==> src/rtl/ysyx_24110015_wbu.sv <==
// ysyx_24110015_wbu: write-back unit with 2-entry result FIFO and RAW pending-write scoreboard
// YSYX_24110015_WBU_RETIRE_EN adds retire_valid/retire_pc commit tracing.
module ysyx_24110015_wbu #(
  parameter int ADDR_WIDTH = 5,
  parameter int DATA_WIDTH = 32
) (
  input  logic                  clk,
  input  logic                  rst_n,
  input  logic                  in_valid,
  output logic                  in_ready,
  input  logic                  in_wen,
  input  logic [ADDR_WIDTH-1:0] in_rd,
  input  logic [1:0]            in_sel,
  input  logic [DATA_WIDTH-1:0] in_alu,
  input  logic [DATA_WIDTH-1:0] in_load_raw,
  input  logic [2:0]            in_load_fn,
  input  logic [1:0]            in_addr_lo,
  input  logic [DATA_WIDTH-1:0] in_pc,
  input  logic [DATA_WIDTH-1:0] in_csr,
  input  logic                  hold,
  input  logic                  claim_valid,
  input  logic [ADDR_WIDTH-1:0] claim_rd,
  input  logic [ADDR_WIDTH-1:0] hz_raddr1,
  input  logic [ADDR_WIDTH-1:0] hz_raddr2,
  output logic                  hz_busy1,
  output logic                  hz_busy2,
  output logic                  rf_wen,
  output logic [ADDR_WIDTH-1:0] rf_waddr,
  output logic [DATA_WIDTH-1:0] rf_wdata,
  output logic                  retire_valid,
  output logic [DATA_WIDTH-1:0] retire_pc
);
  localparam int NREG = 1 << ADDR_WIDTH;
  logic [7:0]            lb;
  logic [15:0]           lh;
  logic [DATA_WIDTH-1:0] ld, res;
  logic [1:0]            count;
  logic                  rptr, wptr, push, pop, nonempty;
  logic                  mem_wen [2];
  logic [ADDR_WIDTH-1:0] mem_rd [2];
  logic [DATA_WIDTH-1:0] mem_data [2];
  logic [NREG-1:0]       busy, busy_next;
  always_comb begin
    lb  = in_load_raw[8*in_addr_lo +: 8];
    lh  = in_addr_lo[1] ? in_load_raw[31:16] : in_load_raw[15:0];
    ld  = in_load_fn == 3'd0 ? {{(DATA_WIDTH-8){lb[7]}}, lb} :
          in_load_fn == 3'd1 ? {{(DATA_WIDTH-16){lh[15]}}, lh} :
          in_load_fn == 3'd2 ? in_load_raw :
          in_load_fn == 3'd4 ? {{(DATA_WIDTH-8){1'b0}}, lb} :
          in_load_fn == 3'd5 ? {{(DATA_WIDTH-16){1'b0}}, lh} : '0;
    res = in_sel == 2'd0 ? in_alu :
          in_sel == 2'd1 ? ld :
          in_sel == 2'd2 ? in_pc + DATA_WIDTH'(4) : in_csr;
  end
  assign nonempty = count != 2'd0;
  assign in_ready = count != 2'd2;
  assign push     = in_valid && in_ready;
  assign pop      = nonempty && !hold;
  assign rf_wen   = pop && mem_wen[rptr] && mem_rd[rptr] != '0;
  assign rf_waddr = nonempty ? mem_rd[rptr] : '0;
  assign rf_wdata = nonempty ? mem_data[rptr] : '0;
  assign hz_busy1 = busy[hz_raddr1];
  assign hz_busy2 = busy[hz_raddr2];
  // clear before set so a same-cycle claim wins; bit 0 never becomes pending
  assign busy_next = ((busy & ~(NREG'(rf_wen) << rf_waddr)) | (NREG'(claim_valid) << claim_rd))
                     & ~NREG'(1);
  always_ff @(posedge clk or negedge rst_n) begin
    if (!rst_n) begin
      count <= '0;
      rptr  <= 1'b0;
      wptr  <= 1'b0;
      busy  <= '0;
      for (int i = 0; i < 2; i++) begin
        mem_wen[i]  <= 1'b0;
        mem_rd[i]   <= '0;
        mem_data[i] <= '0;
      end
    end else begin
      if (push) begin
        mem_wen[wptr]  <= in_wen;
        mem_rd[wptr]   <= in_rd;
        mem_data[wptr] <= res;
        wptr           <= ~wptr;
      end
      if (pop) rptr <= ~rptr;
      count <= count + {1'b0, push} - {1'b0, pop};
      busy  <= busy_next;
    end
  end
`ifdef YSYX_24110015_WBU_RETIRE_EN
  logic [DATA_WIDTH-1:0] mem_pc [2];
  always_ff @(posedge clk or negedge rst_n) begin
    if (!rst_n) begin
      for (int i = 0; i < 2; i++) mem_pc[i] <= '0;
    end else if (push) begin
      mem_pc[wptr] <= in_pc;
    end
  end
  assign retire_valid = pop;
  assign retire_pc    = nonempty ? mem_pc[rptr] : '0;
`else
  assign retire_valid = 1'b0;
  assign retire_pc    = '0;
`endif
endmodule
==> config.mk <==
export PLATFORM = sky130hd
export DESIGN_NAME = ysyx_24110015_wbu
export DESIGN_NICKNAME = d
export VERILOG_FILES = /design/src/rtl/ysyx_24110015_wbu.sv
export SDC_FILE = /design/constraint.sdc
export NUM_CORES = 1
export LEC_CHECK = 0
export BUFFER_PORTS_ARGS = -buffer_cell sky130_fd_sc_hd__buf_2
export CORE_UTILIZATION = 53
export DETAILED_ROUTE_END_ITERATION = 12
export PLACE_DENSITY = 0.94
export SLEW_MARGIN = 40
export SYNTH_ARGS = -nofsm -noshare
export SYNTH_HDL_FRONTEND = slang
export SYNTH_SLANG_ARGS = --single-unit
==> constraint.sdc <==
create_clock -name clk -period 2.8 [get_ports clk]
set_input_delay 0.42 -clock clk [delete_from_list [all_inputs] [get_ports clk]]
set_output_delay 0.42 -clock clk [all_outputs]
set_load 0.02 [all_outputs]
# Word-level counts from Yosys, hierarchy flattened

Cells that the tools add are included.

Register bits after elaboration: 111
Latch bits: 0
Bits in writable memories: 0
Memory bits (read-only): 0
Bits of input ports: 161
Output and inout bits: 74
Logic and storage cells: 78
Memories kept: 0

$add $sub $neg: 3
Multipliers: 0
Divide/modulo/power cells: 0
Magnitude comparators: 5
Eq/ne operators: 7
Shifts and indexed selects: 3
Mux-type cells: 33
Bitwise gates (word level): 7
Reduce and logical (&&, ||, !) cells: 10

Operators by type and width:

| operator                                                                      | count |
|---|---|
| 32-bit two-way mux                                                            | 11 |
| 64-bit bitwise mux                                                            | 1 |
| 1-bit by 5-bit left shift with 32-bit output                                  | 2 |
| 16-bit two-way mux                                                            | 3 |
| 32-bit by 3-bit adder with 32-bit output (second input constant)              | 1 |
| 32-bit bitwise AND                                                            | 1 |
| 32-bit demux with 1-bit select                                                | 1 |
| 32-bit inverter                                                               | 1 |
| 32-bit bitwise OR                                                             | 1 |
| 32-bit by 6-bit indexed part select with 8-bit output                         | 1 |
| 5-bit two-way mux                                                             | 5 |
| 5-bit by 6-bit less-than comparator with 1-bit output (second input constant) | 2 |
| 1-bit binary-select mux with 5-bit select                                     | 2 |
| 10-bit bitwise mux                                                            | 1 |
| 3-bit == test (second input constant)                                         | 2 |
| 1-bit two-way mux                                                             | 6 |
| 5-bit demux with 1-bit select                                                 | 1 |
| 1-bit logical AND                                                             | 5 |
| 5-bit nonzero test                                                            | 1 |
| 2-bit >= comparator (second input constant)                                   | 2 |
| 1-bit inverter with 2-bit output                                              | 2 |
| 3-bit by 1-bit == test with 1-bit output (second input constant)              | 1 |
| 3-bit by 2-bit == test with 1-bit output (second input constant)              | 1 |
| 3-bit zero test                                                               | 1 |
| 12 further kinds                                                              | 13 |

# Logic depth before layout (Yosys ltp)

Gate-level depths: netlist of the first run.

Depth after elaboration: 10
Mapped depth: 9
Mapped depth without buffers: 7

# Worst setup path after synthesis of the first run

No wires, ideal clock.

Path type: input-to-output
From: input port hz_raddr1[0]
To: output port hz_busy1
Arrival time: 2,155 ps
Data required time: 2,380 ps
Slack: 225 ps
Stages: 4
Buffers on the path: 1
Cells stage by stage: clkbuf_1 > mux4_2 > mux4_2 > mux2_2

Word-level cells in the longest chain between the ends: 2

Ends and longest elaborated chain:

| element                                   | RTL line | source |
|---|---|---|
| start: declaration                        | 23       | `input logic [ADDR_WIDTH-1:0] hz_raddr1,` |
| 1-bit binary-select mux with 5-bit select | 62       | `assign hz_busy1 = busy[hz_raddr1];` |
| 1-bit two-way mux (implied by the code)   | 62       |  |
| end: declaration                          | 25       | `output logic hz_busy1,` |

Every way passes these cells. The select of a mux whose other input is x is not followed.

# Worst setup path in the final report of the first run

From: register busy[27]
To: output port hz_busy1

Word-level cells in the longest chain between the ends: 2

Ends and longest elaborated chain:

| element                                   | RTL line | source |
|---|---|---|
| start: declaration                        | 42       | `logic [NREG-1:0] busy, busy_next;` |
| start signal: assignment                  | 87       | `busy <= busy_next;` |
| 1-bit binary-select mux with 5-bit select | 62       |  |
| 1-bit two-way mux (implied by the code)   | 62       |  |

Every way passes these cells. The select of a mux whose other input is x is not followed.

==> results.md, run 1 <==
* DIE HEIGHT at 123 µm
* Clk root buf: clkbuf_16
* Worst r2r path cells at 6
* Buffers on Ports at approximately 200
* Vias in the first global route at 7437
* Final period utilization at 0.915
* DP HPWL at 19000 µm
* Yosys cell types at 68
* Share of layout cells above drive strength 1 at 0.316
* Top cells by area, synth: dfrtp_1, mux2_2, mux4_2
* Reg2Reg Setup Slack at ~0.47 ns
* Pwr dens at about 920 nW/µm²
* Core Area at between 10000 and 15000 µm²
* Antenna violation net count after detailed routing at 0
* Switch Pwr at approximately 3.7 mW
* Largest net degree at the start of global routing at 52
* FF+latch count, synth at about 110
* Io pins at ~240
* Area share of the largest cell type after synthesis at 0.357
* Die width at roughly 120 µm
* Post-synthesis cell count at 862
* Max IR drop VDD at between 0.4 and 0.5 mV
* Resize count post-CTS at 0
* Clk buf depth at 2
* CTS buffer count at 9
* DRC marker count from the first detailed-route iteration at between 700 and 800
* N_diodes at 0
* Initial antenna violation count at 0
* CTS tree: yes
* Max Cap Viol at 0
* Syn-to-layout area delta at 17.2%
* Combinational power share at 0.499
* CP required at 2.38 ns
* Worst Path Max Fanout at 3
* Sequential share of power at 0.351
* DRT Wirelength at ~24000 µm
* Ranking of synthesized cells by instance count: nand2_1, dfrtp_1, nor2_1, o21ai_0, mux2_2
* Hold Vio Cnt, Final at 0
* Worst-margin pin slew at around 0.76 ns
* Final max-slew violation count at 0
* Critical R2R Capture: busy[19]
* DRC at 0
* Most frequent cell after synthesis: nand2_1
* CTS Hold Bufs at 0
* Initial Utilization at 0.552
* Worst setup path class: register to output pin
* Max frequency at between 300 and 400 MHz
* Reg-to-Reg Start: rptr
* Clock power share at 0.151
* Cells after DPL at between 1000 and 1500
* Number of flops mapped to enable cells by yosys at 0
* Filler cell count at 1187
* First-pass GRT wire length at 37500 µm
* Prevailing post-synth register cell: dfrtp_1
* Arrival @ worst endpoint at between 2 and 2.5 ns
* Status: completed
* Final nets at around 1200
* Clk_lat worst skew at between 0.3 and 0.4 ns
* Clk sinks at 111
* Register area share after synthesis at 0.357
* Rows at 43
* CP Capture Type: output pin
* Clk_skew at 0.00948 ns
* Hold Path Class: input port to asynchronous set/reset pin
* Switching share of power at 0.437
* Mean Syn Cell Area at 9.03 µm²
* Htree depth at 3
* Die Area at around 15000 µm²
* Minimum clock period after layout at between 2 and 3 ns
* Multi-input gate area in the final layout at ~4700 µm²
* Post-CTS Setup Repair Bufs at 0
* Avg WL per Cell at approximately 20 µm
* GR Overflow Total at 0
* P_int at 4.74 mW
* Synth area leader: dfrtp_1
* Setup TNS Final at 0 ns
* Total GRT Usage at 0.328
* Leakage at about 4.3 nW
* Clk pin slew, worst setup/hold paths at 0.08 ns
* Via count at 7559
* Pre-Repair DR Iteration Count at 5
* RSZ-0062 raised after global routing: false
* Asr flop ratio synth at 1.00
* Max-slew headroom at 0.490
* Setup Viol. Count Final at 0
* Storage cell area at around 2800 µm²
* Vias per cell at 6.16
* Worst setup SP type: register
* Synthesis Warnings at 0
* Cell Area, Synth at between 7000 and 8000 µm²
* Fin cells at roughly 1200
* Routability cong. at around 1.0
[worst max-delay path by stage]
stage	from	endpoint	slack, ns	cells past startpoint
final	busy[27]	hz_busy1	0.24	4
after global routing	busy[31]	hz_busy2	0.18	4
after CTS	busy[27]	hz_busy1	0.23	4
after detailed placement	in_pc[2]	mem_data[58]	0.19	8
after global placement	in_pc[2]	mem_data[58]	0.24	8
after floorplan	hz_raddr1[0]	hz_busy1	0.23	4
[stage by stage]
step	worst slack, ns	power, mW	hold slack (ns)	util	area (µm²)
2_1_floorplan	0.225	5.75	0.124	-	7910
3_3_place_gp	0.240	6.96	0.457	0.627	8840
3_5_place_dp	0.187	7.13	0.467	0.627	8840
4_1_cts	0.232	8.42	0.0963	0.648	9130
5_1_grt	0.177	8.96	0.114	0.648	9130
6_report	0.237	8.42	0.0784	0.648	9130
[cells in the final DEF, fill, tap and decap left out, types with 7 or more instances in the layout]
cell type and instances:
xnor2_1 12, mux4_2 23, buf_4 18, clkbuf_16 9
nand3_1 17, nand2b_1 10, o22ai_1 8, mux2i_1 44
mux2_2 51, xor2_1 14, nand2_1 136, buf_2 200
o21ai_1 11, and3_1 7, nor2_1 86, inv_1 9
conb_1 33, a221oi_1 10, dfrtp_1 110, o21ai_0 86
nand4_1 11, a21oi_1 28, nor3_1 10
[power groups by stage]
stage | Combinational (mW) | Sequential (mW) | Clock, mW
6_report | 4.20 | 2.95 | 1.27
5_1_grt | 4.55 | 3.05 | 1.36
4_1_cts | 4.19 | 2.94 | 1.29
3_5_place_dp | 4.16 | 2.97 | 0
3_3_place_gp | 4.03 | 2.92 | 0
2_1_floorplan | 3.02 | 2.72 | 0
[sequential cells by signal, summed over array words and instances, names as in the netlist]
register / flops
busy: 31
count: 2
mem_data: 64
mem_rd: 10
mem_wen: 2
rptr: 1
wptr: 1
[logic make-up (layout without fill, tap and decap cells)]
kind of cell / Yosys count / after routing / synth area share
multiplexers: 122 / 122 / 0.204
AND/OR/NAND/NOR: 320 / 320 / 0.194
XOR/XNOR: 26 / 26 / 0.0292
flip-flops: 111 / 111 / 0.357
other: 1 / 33 / 0.000482
adder cells (fa/ha/maj): 3 / 3 / 0.00482
buffers and inverters: 89 / 243 / 0.0620
AO/OA/AOI/OAI: 190 / 190 / 0.149
[critical path, stage by stage, from the launching register on]
cell     delay (ns)
dfrtp_1        0.42
mux4_2         0.49
mux4_2         0.46
mux2_2         0.27
buf_2          0.16
[routing by layer]
| metal | up-vias | part of all wire | track usage |
|---|---|---|---|
| li1 | 3410 | - | - |
| met1 | 3557 | 0.38 | 0.394 |
| met3 | 91 | 0.090 | 0.0766 |
| met5 | - | 0 | 0 |
| met4 | 0 | 0.046 | 0.154 |
| met2 | 501 | 0.48 | 0.556 |
[cell type report]
class | instances | share of cell area
clock buffer | 10 | 0.0251
clock inverter | 6 | 0.00685
inverter | 9 | 0.00370
multi-input combinational | 694 | 0.511
sequential | 111 | 0.304
tap | 180 | 0.0247
timing repair buffer | 218 | 0.124
Power figures use the tool's default switching activity.
==> run 2, diff against run 1 <==
- CORE_UTILIZATION: 53 -> 48
- PLACE_DENSITY: 0.94 -> 0.78
- clock period: 2.8 -> 2.1 ns (I/O delays scaled with it)
==> run 2 against run 1 <==
Against the previous run: the flow now finishes with violations (negative setup slack); combinational power up 45%; cell count up 8.4%; via count up 1.4%; die area up 10%; largest cell class unchanged; highest routed layer unchanged.
==> results.md, run 2 (synthesis gave the netlist of run 1 again) <==
* DRT Wirelength at between 20000 and 25000 µm
* Commonest non-fill, non-tap cell in the layout: buf_2
* Avg WL per Cell at between 15 and 20 µm
* Worst setup path class: register to output pin
* CTS tree: yes
* Max-slew headroom at 0.550
* Buffers on Ports at about 200
* Worst Path Max Fanout at 3
* Worst path max stage delay at 0.49 ns
* Status: complete, but fails checks
* Cell chain of the critical path: mux4_2 > mux4_2 > mux2_4 > buf_6
* CTS buffer count at 9
* Worst setup SP type: register
* Htree depth at 3
* RSZ-0062 raised after global routing: true
* Die Area at 16700 µm²
* DRC marker count from the first detailed-route iteration at about 630
* Clk buf depth at 2
* Rows at between 40 and 50
* DRC at 0
* Minimum clock period after layout at ~2.5 ns
* Leakage at 4.63 nW
* CP required at about 1.8 ns
* GR Overflow Total at 0
* DIE HEIGHT at approximately 130 µm
* N_diodes at 0
* Core Area at around 16000 µm²
* Vias in the first global route at about 7400
* Max frequency at 404 MHz
* Max reg flops at between 60 and 70
* Worst-margin pin slew at between 0.6 and 0.7 ns
* DP HPWL at just under 20000 µm
* Clk sinks at approximately 110
* Clk root buf: clkbuf_16
* Routability cong. at just under 1
* Setup WS pre-CTS at -0.237 ns
* Clk_skew at 0.00992 ns
* CP Capture Type: output pin
* Io pins at between 200 and 250
* Reg with most FFs: mem_data
* Max IR drop VDD at 0.768 mV
* Pwr dens at 1200 nW/µm²
* First-pass GRT wire length at approximately 38000 µm
* Largest net degree at the start of global routing at between 40 and 50
* Failing checks: negative setup slack
* Hold Path Class: input port to register
* Via count at approximately 7700
* Die width at 129 µm
* Syn-to-layout area delta at 26.4%
* Commonest cells after routing, fill and taps aside: buf_2, nand2_1, dfrtp_1
* Clk_lat worst skew at between 0.3 and 0.4 ns
* Pwr Total at ~12 mW
* Setup Viol. Count Final at 12
* Clk pin slew, worst setup/hold paths at roughly 0.080 ns
* Vias per cell at ~5.8
* Share of layout cells above drive strength 1 at 0.370
* Total GRT Usage at 0.298
* Final nets at 1274
* Antenna violation net count after detailed routing at 0
* Initial antenna violation count at 0
* Setup ws final at -0.374 ns
* Largest registers: mem_data x64, busy x31, mem_rd x10
* Worst path most repeated cell: mux4_2
* Hold Vio Cnt, Final at 0
* Initial Utilization at 0.490
* Arrival @ worst endpoint at between 2 and 2.5 ns
* Max Cap Viol at 0
* Final max-slew violation count at 0
* Pre-Repair DR Iteration Count at 5
* Critical path's slowest cell: mux4_2
* Final period utilization at 1.18
## run 2: layout make-up
type	count	area [µm²]
clock buffer	11	233
clock inverter	5	66.3
fill	1362	6040
inverter	9	33.8
multi-input combinational	694	4730
sequential	111	2780
tap	216	270
timing repair buffer	285	1730
## run 2: through the flow
stage | hold slack, ns | area, µm² | TNS, ns | instances | utilization
finish | 0.159 | 9840 | -0.997 | 1331 | 0.620
global route | 0.156 | 9840 | -1.57 | 1331 | 0.620
CTS | 0.156 | 9790 | -0.873 | 1330 | 0.616
detailed placement | 0.298 | 9400 | -2.88 | 1310 | 0.592
global placement | 0.295 | 9400 | -2.20 | 1310 | 0.592
floorplan | 0.0194 | 7930 | -0.00174 | 894 | -
## run 2: worst paths after layout
kind / start / endpoint / slack, ns / cells after the start
worst min-delay path: in_rd[3] / mem_rd[8] / 0.16 / 3
max in group asynchronous: rst_n / mem_data[4] / 1.04 / 3
worst min register to register: mem_data[29] / mem_data[29] / 0.48 / 2
worst max-delay path: busy[27] / hz_busy1 / -0.37 / 4
worst max register to register: rptr / busy[27] / -0.06 / 6
min in group asynchronous: rst_n / mem_rd[0] / 0.44 / 2
## run 2: what timing repair did
item | 4_1_cts | 5_1_grt
resized for setup | 15 | 18
endpoints found under the hold margin | 31 | 0
setup endpoints to repair | 35 | 27
pin swaps | 10 | 0
hold buffers | 1 | 0
setup buffers | 3 | 1
## run 2: critical path: cells and delay by family, from the launching register on
| family | cells | cell delay (ns) |
|---|---|---|
| multiplexers | 3 | 1.24 |
| flip-flops | 1 | 0.43 |
| buffers and inverters | 1 | 0.13 |
## run 2: metal layers
layer / vias up / GRT usage / routed length (µm)
li1: 3538 / - / -
met1: 3658 / 0.368 / 10200
met2: 408 / 0.522 / 12200
met3: 58 / 0.0471 / 1580
met4: 0 / 0.119 / 749
met5: - / 0 / 0
## run 2: report_power, final
group | internal [mW] | switching, mW
sequential | 3.18 | 0.745
combinational | 2.64 | 3.45
clock | 0.943 | 0.820
total | 6.76 | 5.01
